File: src/rtl/div_issue_ctrl_pkg.sv
// Shared widths, funct3 codes and FSM encoding for the divider issue controller.
// Values mirror the core-wide defines so ex can wire div port-to-port.
package div_issue_ctrl_pkg;

  localparam int CPU_WIDTH      = 32;
  localparam int FUNCT3_WIDTH   = 3;
  localparam int REG_ADDR_WIDTH = 5;

  localparam logic [FUNCT3_WIDTH-1:0] INST_DIV  = 3'b100;
  localparam logic [FUNCT3_WIDTH-1:0] INST_DIVU = 3'b101;
  localparam logic [FUNCT3_WIDTH-1:0] INST_REM  = 3'b110;
  localparam logic [FUNCT3_WIDTH-1:0] INST_REMU = 3'b111;

  typedef enum logic [2:0] {
    ST_IDLE = 3'b001,
    ST_BUSY = 3'b010,
    ST_WB   = 3'b100
  } div_state_e;

  function automatic logic rd_is_x0(input logic [REG_ADDR_WIDTH-1:0] rd);
    return (rd == '0);
  endfunction

endpackage

File: src/rtl/div_issue_ctrl.sv
// EX-side issue controller for the multi-cycle divider: launches div, stalls the
// pipeline while it runs, and returns a one-cycle register write-back.
module div_issue_ctrl
  import div_issue_ctrl_pkg::*;
#(
  parameter bit WB_ZERO_SKIP = 1'b1
) (
  input  logic                      clk,
  input  logic                      rst_n,
  input  logic                      req_valid_i,
  input  logic [FUNCT3_WIDTH-1:0]   req_op_i,
  input  logic [CPU_WIDTH-1:0]      req_dividend_i,
  input  logic [CPU_WIDTH-1:0]      req_divisor_i,
  input  logic [REG_ADDR_WIDTH-1:0] req_rd_i,
  input  logic                      flush_i,
  output logic                      hold_o,
  output logic                      div_start_o,
  output logic [FUNCT3_WIDTH-1:0]   div_op_o,
  output logic [CPU_WIDTH-1:0]      div_dividend_o,
  output logic [CPU_WIDTH-1:0]      div_divisor_o,
  input  logic [CPU_WIDTH-1:0]      div_result_i,
  input  logic                      div_ready_i,
  input  logic                      div_busy_i,
  output logic                      wb_we_o,
  output logic [REG_ADDR_WIDTH-1:0] wb_addr_o,
  output logic [CPU_WIDTH-1:0]      wb_data_o
);

  div_state_e                state_q, state_d;
  logic                      issue_slot;
  logic                      accept;
  logic                      zero_skip;
  logic                      launch;
  logic                      capture;

  logic [FUNCT3_WIDTH-1:0]   op_p0;
  logic [CPU_WIDTH-1:0]      dividend_p0;
  logic [CPU_WIDTH-1:0]      divisor_p0;
  logic [REG_ADDR_WIDTH-1:0] rd_p0;
  logic [REG_ADDR_WIDTH-1:0] wb_addr_p1;
  logic [CPU_WIDTH-1:0]      wb_data_p1;

  always_comb begin
    issue_slot = (state_q == ST_IDLE) || (state_q == ST_WB);
    accept     = req_valid_i & ~flush_i & ~div_busy_i & issue_slot;
    zero_skip  = WB_ZERO_SKIP & rd_is_x0(req_rd_i);
    launch     = accept & ~zero_skip;
    capture    = (state_q == ST_BUSY) & div_ready_i & ~flush_i;

    state_d = state_q;
    case (state_q)
      ST_IDLE, ST_WB: state_d = launch ? ST_BUSY : ST_IDLE;
      ST_BUSY: begin
        if (flush_i)          state_d = ST_IDLE;
        else if (div_ready_i) state_d = ST_WB;
      end
      default:                state_d = ST_IDLE;
    endcase

    // start must drop in the ready cycle, otherwise div would relaunch from IDLE
    div_start_o    = (state_q == ST_BUSY) & ~div_ready_i;
    div_op_o       = op_p0;
    div_dividend_o = dividend_p0;
    div_divisor_o  = divisor_p0;

    hold_o = (state_q == ST_BUSY) | (req_valid_i & ~flush_i & ~accept) | launch;

    wb_we_o   = (state_q == ST_WB);
    wb_addr_o = wb_we_o ? wb_addr_p1 : '0;
    wb_data_o = wb_we_o ? wb_data_p1 : '0;
  end

  // p0: request latch; p1: write-back capture
  always_ff @(posedge clk) begin
    if (!rst_n) begin
      state_q     <= ST_IDLE;
      op_p0       <= '0;
      dividend_p0 <= '0;
      divisor_p0  <= '0;
      rd_p0       <= '0;
      wb_addr_p1  <= '0;
      wb_data_p1  <= '0;
    end else begin
      state_q <= state_d;
      if (launch) begin
        op_p0       <= req_op_i;
        dividend_p0 <= req_dividend_i;
        divisor_p0  <= req_divisor_i;
        rd_p0       <= req_rd_i;
      end
      if (capture) begin
        wb_addr_p1 <= rd_p0;
        wb_data_p1 <= div_result_i;
      end
    end
  end

endmodule
File: config.mk
export PLATFORM = sky130hd
export DESIGN_NAME = div_issue_ctrl
export DESIGN_NICKNAME = d
export VERILOG_FILES = /design/src/rtl/div_issue_ctrl_pkg.sv /design/src/rtl/div_issue_ctrl.sv
export SDC_FILE = /design/constraint.sdc
export NUM_CORES = 1
export LEC_CHECK = 0
export CORE_ASPECT_RATIO = 1.75
export CORE_MARGIN = 1
export CORE_UTILIZATION = 37
export DETAILED_ROUTE_END_ITERATION = 8
export GPL_TIMING_DRIVEN = 0
export HOLD_SLACK_MARGIN = 0.08
export PLACE_DENSITY = 0.84
export SETUP_SLACK_MARGIN = 0.4
export SLEW_MARGIN = 5
export SYNTH_ARGS = -nofsm -noshare
export SYNTH_HDL_FRONTEND = slang
export SYNTH_SLANG_ARGS = --single-unit
File: constraint.sdc
create_clock -name clk -period 1.9 [get_ports clk]
set_clock_uncertainty 0.05 [all_clocks]
set_input_delay 0.38 -clock clk [delete_from_list [all_inputs] [get_ports clk]]
set_output_delay 0.38 -clock clk [all_outputs]
set_load 0.02 [all_outputs]
After elaboration in Yosys (flattened, before gate mapping)

Cells that the tools add are included.

Register bits after elaboration: 112
Latch bits: 0
Memory bits (writable): 0
Bits in read-only memories: 0
Word-level logic and storage cells: 35
Memories: 0

Add/sub/neg operators: 0
Multiply operators: 0
Div/mod/pow operators: 0
Magnitude comparators: 0
Eq/ne operators: 4
Shift operators: 0
Multiplexer cells: 6
Bitwise gates (word level): 15
Reductions and logical operators: 3

Operators by type and width:

| kind                 | number |
|---|---|
| $mux W32             | 1 |
| $and A1 B1 Y1        | 8 |
| $mux W3              | 2 |
| $pmux W3 S2          | 1 |
| $logic_not A5 Y1     | 1 |
| $mux W5              | 1 |
| $not A1 Y1           | 5 |
| $eq A3 B1 Y1 const B | 1 |
| $eq A3 B2 Y1 const B | 1 |
| $eq A3 B3 Y1 const B | 1 |
| $ne A3 B3 Y1 const B | 1 |
| $mux W2              | 1 |
| $or A1 B1 Y1         | 2 |
| $reduce_or A2 Y1     | 1 |
| $logic_or A1 B1 Y1   | 1 |

Longest topological paths before layout

Gate-level depths: netlist of run 1.

Depth after elaboration: 8
Depth in mapped cells: 6
Gate-level depth less buffers: 4

Worst setup path before layout of run 1

OpenSTA, ideal clock, no wires.

Path kind: input -> output
Start point: input port req_rd_i[0]
End point: output port hold_o
Data arrival time: 1.596 ns
Required time: 1.470 ns
Path slack: -0.126 ns
Stages: 4
Buffers on the path: 1
Path through: or4_1 o21a_1 buf_6 or2_2

Word-level cells in the longest chain between the ends: 4

Ends and longest elaborated chain:

| element          | RTL line                 | RTL |
|---|---|---|
| start, declared  | div_issue_ctrl.sv:14     | `input logic [REG_ADDR_WIDTH-1:0] req_rd_i,` |
| $logic_not A5 Y1 | div_issue_ctrl_pkg.sv:21 | `return (rd == '0);` |
| $not A1 Y1       | div_issue_ctrl.sv:47     | `launch = accept & ~zero_skip;` |
| $and A1 B1 Y1    | div_issue_ctrl.sv:47     |  |
| $or A1 B1 Y1     | div_issue_ctrl.sv:66     | `hold_o = (state_q == ST_BUSY) \| (req_valid_i & ~flush_i & ~accept) \| launch;` |
| end, declared    | div_issue_ctrl.sv:16     | `output logic hold_o,` |

Every way passes these cells.

Worst setup path after layout of run 1

Start point: input port div_busy_i
End point: output port hold_o

Word-level cells in the longest chain between the ends: 7

Ends and longest elaborated chain:

| element                         | RTL line             | RTL |
|---|---|---|
| start, declared                 | div_issue_ctrl.sv:23 | `input logic div_busy_i,` |
| $not A1 Y1 (*)                  | div_issue_ctrl.sv:45 | `accept = req_valid_i & ~flush_i & ~div_busy_i & issue_slot;` |
| $and A1 B1 Y1 (*) (2 in series) | div_issue_ctrl.sv:45 |  |
| $not A1 Y1                      | div_issue_ctrl.sv:66 |  |
| $and A1 B1 Y1                   | div_issue_ctrl.sv:66 |  |
| $or A1 B1 Y1                    | div_issue_ctrl.sv:66 |  |
| $or A1 B1 Y1 (*)                | div_issue_ctrl.sv:66 |  |

Every way passes the cells marked *; elsewhere a longest branch is shown, timed or not.

==> results of run 1 <==
==> repair_timing <==
| item | in CTS | in global routing |
|---|---|---|
| endpoints found under the setup margin | 219 | 181 |
| pin swaps | 15 | 29 |
| gates resized for setup | 375 | 73 |
| hold buffers | 0 | 0 |
| gates cloned | 3 | 11 |
| buffers inserted | 12 | 15 |
==> power groups by stage <==
stage               logic, mW  registers (mW)  clock network [mW]
floorplan               0.212            2.55                   0
global placement        0.658            2.49                   0
detailed placement      0.664            2.49                   0
CTS                     0.663            2.43                1.95
global route            0.791            2.44                2.05
finish                  0.742            2.43                1.91
==> synthesized netlist by cell type (2+ instances only) <==
library cell,n
sky130_fd_sc_hd__nand2_1,213
sky130_fd_sc_hd__dfxtp_1,112
sky130_fd_sc_hd__mux2i_1,67
sky130_fd_sc_hd__and2_1,38
sky130_fd_sc_hd__a21boi_1,30
sky130_fd_sc_hd__clkbuf_1,24
sky130_fd_sc_hd__a21boi_0,7
sky130_fd_sc_hd__o21ai_0,6
sky130_fd_sc_hd__buf_6,5
sky130_fd_sc_hd__buf_8,5
sky130_fd_sc_hd__nand3_1,5
sky130_fd_sc_hd__buf_2,3
sky130_fd_sc_hd__buf_4,3
sky130_fd_sc_hd__nor3b_1,2
sky130_fd_sc_hd__o21a_1,2
==> flip-flops by register name, indices dropped and copies added, names as in the netlist <==
signal / cells
rd_p0: 5
wb_addr_p1: 5
div_op_o: 3
state_q: 3
wb_data_p1: 32
div_divisor_o: 32
div_dividend_o: 32
==> logic make-up (layout without fill, tap and decap cells) <==
group,count (synthesis),count (layout),synth area share (%)
XOR/XNOR,1,1,0.187
AO/OA/AOI/OAI,48,48,7.34
buffers and inverters,41,312,5.60
AND/OR/NAND/NOR,267,267,24.7
multiplexers,67,67,14.3
flip-flops,112,112,47.8
==> path summary, 6_finish.rpt <==
path                                            to  slack, ns  cells past startpoint
worst max-delay path                        hold_o      -0.29                      6
worst min-delay path                      rd_p0[2]       0.23                      3
worst max register to register   div_divisor_o[18]      -0.10                     10
worst min register to register  div_dividend_o[24]       0.40                      2
==> routing by layer <==
metal | up-vias | part of all wire [%] | wire, µm | track usage (%)
met3 | 36 | 4.2 | 655 | 4.31
met1 | 2131 | 35 | 5460 | 21.3
met5 | - | 0 | 0 | 0
li1 | 2253 | - | - | -
met2 | 140 | 57 | 8760 | 40.1
met4 | 0 | 3.9 | 602 | 11.1
==> worst register-to-register path: stages, from the launching register on <==
cell,delay (ns)
sky130_fd_sc_hd__dfxtp_4,0.38
sky130_fd_sc_hd__xnor2_4,0.15
sky130_fd_sc_hd__nor4_4,0.24
sky130_fd_sc_hd__buf_4,0.16
sky130_fd_sc_hd__o21a_4,0.14
sky130_fd_sc_hd__buf_12,0.10
sky130_fd_sc_hd__buf_4,0.10
sky130_fd_sc_hd__buf_12,0.11
sky130_fd_sc_hd__clkbuf_16,0.16
sky130_fd_sc_hd__buf_12,0.12
sky130_fd_sc_hd__mux2i_1,0.19
==> per-stage QoR <==
stage / cells / instance area, µm² / utilization, %
after floorplan: 536 / 4740 / -
after global placement: 919 / 7100 / 57.1
after detailed placement: 919 / 7100 / 57.1
after CTS: 949 / 7730 / 62.2
after global routing: 975 / 8340 / 67.1
final: 975 / 8340 / 67.1
==> cell type report <==
type | count | area share (%)
buffer | 40 | 5.01
clock buffer | 11 | 2.91
clock inverter | 4 | 0.660
inverter | 1 | 0.0450
multi-input combinational | 383 | 28.3
sequential | 112 | 27.0
tap | 168 | 2.52
timing repair buffer | 256 | 33.5
==> flow_results.xml, run 1 <==
<?xml version="1.0" encoding="UTF-8"?>
<metrics>
  <group name="outcome">
    <metric name="status" unit="">finished, violations left</metric>
    <metric name="failed_checks" unit="">negative setup slack</metric>
  </group>
  <group name="clocking">
    <metric name="ctsRootBufferMaster" unit="">sky130_fd_sc_hd__clkbuf_16</metric>
    <metric name="cts-root-to-sink-buffers" unit="">2</metric>
    <metric name="clock_tree.htree_level_count" unit="">3</metric>
    <metric name="clkTransAtPathRegs" unit="ns">0.07</metric>
    <metric name="tritoncts_num_sinks" unit="">112</metric>
    <metric name="cts_tree" unit="">done</metric>
    <metric name="latest_clock_arrival_within_the_worst_skew_pair" unit="ns">0.33</metric>
    <metric name="cts_made_buffers" unit="">9</metric>
  </group>
  <group name="sta">
    <metric name="finalCriticalPeriod" unit="ns">2.19</metric>
    <metric name="finalHoldViolations" unit="">0</metric>
    <metric name="setup_viol_count_final" unit="">127</metric>
    <metric name="finalMaxSlewViolations" unit="">0</metric>
    <metric name="setup_ws" unit="ns">-0.291</metric>
    <metric name="max_slew_margin" unit="%">62.3</metric>
    <metric name="whs" unit="ns">0.232</metric>
    <metric name="final.period_utilization" unit="%">115</metric>
    <metric name="rsz0062_at_grt" unit="">true</metric>
    <metric name="worst-slew-pin-transition" unit="ns">0.565</metric>
    <metric name="final.setup.tns" unit="ns">-9.13</metric>
    <metric name="max_clock_freq" unit="MHz">456</metric>
  </group>
  <group name="min_path">
    <metric name="worst_hold_path_type" unit="">in -&gt; reg</metric>
    <metric name="hold_path.startpoint" unit="">req_rd_i[2]</metric>
  </group>
  <group name="pwr">
    <metric name="clock_power_share" unit="%">37.5</metric>
    <metric name="power_density" unit="mW/mm²">610</metric>
    <metric name="power.combinational.fraction" unit="%">14.6</metric>
    <metric name="net-switching-power" unit="mW">1.19</metric>
    <metric name="ir_worst_vdd" unit="µV">462</metric>
    <metric name="internal_power_consumption" unit="mW">3.89</metric>
    <metric name="p_leak" unit="nW">3.59</metric>
    <metric name="totalPowerFinal" unit="mW">5.09</metric>
    <metric name="share_seq_of_total_power" unit="%">47.9</metric>
    <metric name="power.share.switching" unit="%">23.4</metric>
  </group>
  <group name="synthesis">
    <metric name="ys_top_cells_by_area" unit="">sky130_fd_sc_hd__dfxtp_1 (48%), sky130_fd_sc_hd__nand2_1 (17%), sky130_fd_sc_hd__mux2i_1 (14%)</metric>
    <metric name="synth_area_per_cell" unit="µm²">8.75</metric>
    <metric name="synth-edff-count" unit="">0</metric>
    <metric name="synth.distinct_cells" unit="">29</metric>
    <metric name="postSynth.topFlopCell" unit="">sky130_fd_sc_hd__dfxtp_1</metric>
    <metric name="syn-instance-count" unit="">536</metric>
    <metric name="netlist.area_leader.share" unit="%">47.8</metric>
    <metric name="synth_nets" unit="">646</metric>
    <metric name="synth_largest_area_cell" unit="">sky130_fd_sc_hd__dfxtp_1</metric>
    <metric name="yosys_register_bits" unit="">112</metric>
    <metric name="proportion_of_register_bits_with_asynchronous_set_or_reset_after_synthesis" unit="%">0</metric>
    <metric name="post_synth_instance_area" unit="mm²">0.00469</metric>
    <metric name="yosys_warnings" unit="">0</metric>
    <metric name="synth_seq_area_share" unit="%">47.8</metric>
  </group>
  <group name="setup_path">
    <metric name="crit_arrival" unit="ns">1.76</metric>
    <metric name="cp_slowest_stage_delay" unit="ns">0.45</metric>
    <metric name="critPathSlowestCell" unit="">sky130_fd_sc_hd__clkdlybuf4s50_1</metric>
    <metric name="critical_path_class" unit="">in -&gt; out</metric>
    <metric name="crit_family" unit="">buffers and inverters</metric>
    <metric name="reg2reg_from" unit="">state_q[0]</metric>
    <metric name="setup.worst_path.start_class" unit="">primary input</metric>
    <metric name="crit_path_max_fanout" unit="">2</metric>
    <metric name="cells_traversed_along_the_worst_timing_path" unit="">clkdlybuf4s50_1 -&gt; nor4_4 -&gt; buf_4 -&gt; o21ai_2 -&gt; or2_4 -&gt; buf_6</metric>
    <metric name="worstPathRequired" unit="ns">1.47</metric>
    <metric name="setup.worst_path.end_class" unit="">output port</metric>
    <metric name="crit_path_start" unit="">div_busy_i</metric>
    <metric name="timing.critical_path.buf_inv" unit="">3</metric>
  </group>
  <group name="drt">
    <metric name="routedWlPerCell" unit="µm">15.9</metric>
    <metric name="postRouteAntennaNets" unit="">0</metric>
    <metric name="first_iter_violations" unit="">73</metric>
    <metric name="drt_first_pass_iters" unit="">6</metric>
    <metric name="routed-via-count" unit="">4560</metric>
    <metric name="drc" unit="">0</metric>
    <metric name="finalWirelength" unit="µm">15500</metric>
    <metric name="avgViaCountPerCell" unit="">4.68</metric>
  </group>
  <group name="final_layout">
    <metric name="filler_cells" unit="">983</metric>
    <metric name="antennaDiodeCount" unit="">0</metric>
    <metric name="synthToLayoutAreaGrowth" unit="%">77.8</metric>
    <metric name="final_layout_size_suffix_gt1_share" unit="%">21.7</metric>
    <metric name="multi_input_comb_area" unit="mm²">0.00236</metric>
    <metric name="mostFrequentLayoutCell" unit="">sky130_fd_sc_hd__nand2_1</metric>
    <metric name="final_net_count" unit="">913</metric>
    <metric name="regArea" unit="mm²">0.00225</metric>
    <metric name="mostFrequentLayoutCells" unit="">sky130_fd_sc_hd__nand2_1 (210), sky130_fd_sc_hd__dfxtp_1 (109), sky130_fd_sc_hd__clkdlybuf4s50_1 (102), sky130_fd_sc_hd__mux2i_1 (65), sky130_fd_sc_hd__buf_6 (56)</metric>
  </group>
  <group name="global_routing">
    <metric name="grt_antenna_before_repair" unit="">0</metric>
    <metric name="maximum_number_of_pins_on_one_net_before_global_route_repair" unit="">18</metric>
    <metric name="global_route_wire_length_before_repair" unit="µm">21300</metric>
    <metric name="grt.overflow.total" unit="">0</metric>
    <metric name="grtUsageTotal" unit="%">21.2</metric>
    <metric name="grt_pass1_vias" unit="">4354</metric>
  </group>
  <group name="placement">
    <metric name="place.gp.congestion" unit="">0.801</metric>
    <metric name="place_ws" unit="ns">-1.16</metric>
    <metric name="port_buffers" unit="">215</metric>
    <metric name="place.detailed.hpwl" unit="µm">10200</metric>
  </group>
  <group name="die">
    <metric name="dieHeight" unit="µm">151</metric>
    <metric name="io-pin-count" unit="">217</metric>
    <metric name="design.die.area" unit="mm²">0.0131</metric>
    <metric name="initial_core_util" unit="%">37.7</metric>
    <metric name="die_w" unit="µm">87.1</metric>
    <metric name="core_area" unit="mm²">0.0124</metric>
    <metric name="row_count" unit="">54</metric>
  </group>
  <group name="job">
    <metric name="maxCapViolations" unit="">0</metric>
  </group>
</metrics>
Power figures use the tool's default switching activity.
==> run 2, diff against run 1 <==
Settings changed: MAX_ROUTING_LAYER from default to met4.
==> run 2 against run 1 <==
The run still ends with negative setup slack left. Non-clock buffer count is 1 higher. Via count up 0.94%. Wire length down 0.17%. Critical path type unchanged. Clock-buffer cell count unchanged. Largest cell class unchanged. Sequential cell count did not move. Global-route usage increased by 0.58 points.
==> flow_results.xml, run 2 (synthesis gave the netlist of run 1 again) <==
<?xml version="1.0" encoding="UTF-8"?>
<metrics>
  <group name="final_layout">
    <metric name="synthToLayoutAreaGrowth" unit="%">78.4</metric>
    <metric name="layout.cell_area.non_filler" unit="mm²">0.00836</metric>
    <metric name="layout.cells.non_filler" unit="">976</metric>
    <metric name="final_util" unit="%">67.3</metric>
    <metric name="mostFrequentLayoutCell" unit="">sky130_fd_sc_hd__nand2_1</metric>
    <metric name="final_layout_size_suffix_gt1_share" unit="%">21.7</metric>
    <metric name="antennaDiodeCount" unit="">0</metric>
    <metric name="final_net_count" unit="">914</metric>
    <metric name="mostFrequentLayoutCells" unit="">sky130_fd_sc_hd__nand2_1 (211), sky130_fd_sc_hd__dfxtp_1 (109), sky130_fd_sc_hd__clkdlybuf4s50_1 (102), sky130_fd_sc_hd__mux2i_1 (65), sky130_fd_sc_hd__buf_6 (57)</metric>
  </group>
  <group name="placement">
    <metric name="port_buffers" unit="">215</metric>
    <metric name="place.detailed.hpwl" unit="µm">10200</metric>
    <metric name="placement.cell_area" unit="mm²">0.00710</metric>
    <metric name="place.gp.congestion" unit="">0.812</metric>
    <metric name="place_ws" unit="ns">-1.16</metric>
    <metric name="dpl.cell_count" unit="">919</metric>
  </group>
  <group name="sta">
    <metric name="worst-slew-pin-transition" unit="ns">0.557</metric>
    <metric name="max_slew_margin" unit="%">62.9</metric>
    <metric name="finalMaxSlewViolations" unit="">0</metric>
    <metric name="finalCriticalPeriod" unit="ns">2.18</metric>
    <metric name="setup_ws" unit="ns">-0.283</metric>
    <metric name="max_clock_freq" unit="MHz">458</metric>
    <metric name="finalHoldViolations" unit="">0</metric>
    <metric name="final.period_utilization" unit="%">115</metric>
    <metric name="rsz0062_at_grt" unit="">true</metric>
    <metric name="setup_viol_count_final" unit="">127</metric>
  </group>
  <group name="setup_path">
    <metric name="critPathSlowestCell" unit="">sky130_fd_sc_hd__clkdlybuf4s50_1</metric>
    <metric name="setup.worst_path.start_class" unit="">primary input</metric>
    <metric name="cells_traversed_along_the_worst_timing_path" unit="">clkdlybuf4s50_1 -&gt; nor4_4 -&gt; buf_4 -&gt; o21a_4 -&gt; buf_12 -&gt; or2_4 -&gt; buf_6</metric>
    <metric name="crit_arrival" unit="ns">1.75</metric>
    <metric name="worstPathRequired" unit="ns">1.47</metric>
    <metric name="crit_path_max_fanout" unit="">2</metric>
    <metric name="critical_path_class" unit="">in -&gt; out</metric>
    <metric name="setup.worst_path.end_class" unit="">output port</metric>
    <metric name="cp_slowest_stage_delay" unit="ns">0.45</metric>
  </group>
  <group name="global_routing">
    <metric name="grt_pass1_vias" unit="">4360</metric>
    <metric name="global_route_wire_length_before_repair" unit="µm">21300</metric>
    <metric name="grt_antenna_before_repair" unit="">0</metric>
    <metric name="maximum_number_of_pins_on_one_net_before_global_route_repair" unit="">18</metric>
    <metric name="grtUsageTotal" unit="%">21.7</metric>
    <metric name="grt.overflow.total" unit="">0</metric>
  </group>
  <group name="pwr">
    <metric name="totalPowerFinal" unit="mW">5.08</metric>
    <metric name="internal_power_consumption" unit="mW">3.89</metric>
    <metric name="ir_worst_vdd" unit="µV">457</metric>
    <metric name="share_seq_of_total_power" unit="%">47.9</metric>
    <metric name="power.combinational.fraction" unit="%">14.6</metric>
    <metric name="power_density" unit="mW/mm²">608</metric>
    <metric name="p_leak" unit="nW">3.60</metric>
    <metric name="clock_power_share" unit="%">37.5</metric>
    <metric name="power.share.switching" unit="%">23.4</metric>
    <metric name="net-switching-power" unit="mW">1.19</metric>
  </group>
  <group name="die">
    <metric name="die_w" unit="µm">87.1</metric>
    <metric name="initial_core_util" unit="%">37.7</metric>
    <metric name="core_area" unit="mm²">0.0124</metric>
    <metric name="io-pin-count" unit="">217</metric>
    <metric name="dieHeight" unit="µm">151</metric>
    <metric name="row_count" unit="">54</metric>
    <metric name="design.die.area" unit="mm²">0.0131</metric>
  </group>
  <group name="drt">
    <metric name="routedWlPerCell" unit="µm">15.8</metric>
    <metric name="routed-via-count" unit="">4603</metric>
    <metric name="finalWirelength" unit="µm">15500</metric>
    <metric name="drc" unit="">0</metric>
    <metric name="drt_first_pass_iters" unit="">5</metric>
    <metric name="first_iter_violations" unit="">92</metric>
    <metric name="avgViaCountPerCell" unit="">4.72</metric>
    <metric name="postRouteAntennaNets" unit="">0</metric>
  </group>
  <group name="clocking">
    <metric name="tritoncts_num_sinks" unit="">112</metric>
    <metric name="cts_made_buffers" unit="">9</metric>
    <metric name="clock_tree.htree_level_count" unit="">3</metric>
    <metric name="latest_clock_arrival_within_the_worst_skew_pair" unit="ns">0.34</metric>
    <metric name="cts_tree" unit="">done</metric>
    <metric name="clkTransAtPathRegs" unit="ns">0.07</metric>
    <metric name="ctsRootBufferMaster" unit="">sky130_fd_sc_hd__clkbuf_16</metric>
    <metric name="number_of_buffers_added_to_fix_hold_violations_after_cts" unit="">0</metric>
    <metric name="cts-root-to-sink-buffers" unit="">2</metric>
  </group>
  <group name="outcome">
    <metric name="failed_checks" unit="">negative setup slack</metric>
    <metric name="status" unit="">finished, violations left</metric>
  </group>
  <group name="min_path">
    <metric name="worst_hold_path_type" unit="">in -&gt; reg</metric>
  </group>
  <group name="job">
    <metric name="maxCapViolations" unit="">0</metric>
  </group>
</metrics>
run 2: cell count changes in the layout (fill, tap and decap cells not counted):
| cell | before | now |
|---|---|---|
| sky130_fd_sc_hd__buf_4 | 12 | 11 |
| sky130_fd_sc_hd__buf_6 | 56 | 57 |
| sky130_fd_sc_hd__clkbuf_16 | 21 | 22 |
| sky130_fd_sc_hd__nand2_1 | 210 | 211 |
| sky130_fd_sc_hd__nand2_2 | 3 | 2 |
run 2: area by class of cell:
| cell class | instances | area (µm²) |
|---|---|---|
| Timing Repair Buffer | 257 | 2820 |
| Sequential cell | 112 | 2250 |
| Buffer | 40 | 418 |
| Inverter | 1 | 3.75 |
| Tap cell | 168 | 210 |
| Clock inverter | 4 | 55.1 |
| Multi-Input combinational cell | 383 | 2360 |
| Clock buffer | 11 | 243 |
| Fill cell | 980 | 4070 |
run 2: power by group through the flow:
| stage | combinational (mW) | sequential, mW | clock, mW |
|---|---|---|---|
| finish | 0.741 | 2.43 | 1.91 |
| global route | 0.790 | 2.44 | 2.06 |
| CTS | 0.663 | 2.43 | 1.95 |
| detailed placement | 0.664 | 2.49 | 0 |
| global placement | 0.658 | 2.49 | 0 |
| floorplan | 0.212 | 2.55 | 0 |
run 2: repair_timing:
action / CTS / global route
buffers inserted: 12 / 15
cloned: 3 / 12
endpoints found under the hold margin: 0 / 0
resized for setup: 375 / 73
endpoints found under the setup margin: 219 / 181
pin swaps: 15 / 29
run 2: worst paths after layout:
kind	from	to	slack (ns)	cells past startpoint
worst min register to register	div_dividend_o[24]	div_dividend_o[24]	0.40	2
worst max-delay path	div_busy_i	hold_o	-0.28	7
worst min-delay path	req_rd_i[2]	rd_p0[2]	0.23	3
worst max register to register	state_q[0]	div_divisor_o[18]	-0.11	10
run 2: worst max-delay path, delay by kind of cell:
| family | cells | cell delay, ns |
|---|---|---|
| AOI/OAI and AO/OA | 1 | 0.14 |
| and+or+nand+nor | 2 | 0.41 |
| buffers and inverters | 4 | 0.82 |
run 2: per-layer routing:
layer | vias to the layer above | wire length, µm | part of all wire [%] | track usage [%]
li1 | 2255 | - | - | -
met4 | 0 | 534 | 3.5 | 11.1
met3 | 33 | 625 | 4.0 | 3.65
met5 | - | 0 | 0 | -
met2 | 151 | 8780 | 57 | 40.0
met1 | 2164 | 5510 | 36 | 21.7
run 2: per-stage QoR:
step | hold WS (ns) | TNS [ns]
after global placement | 0.390 | -42.37
after CTS | 0.221 | -2.68
final | 0.230 | -9.75
after global routing | 0.242 | -14.90
after floorplan | 0.383 | -0.0467
after detailed placement | 0.396 | -43.57
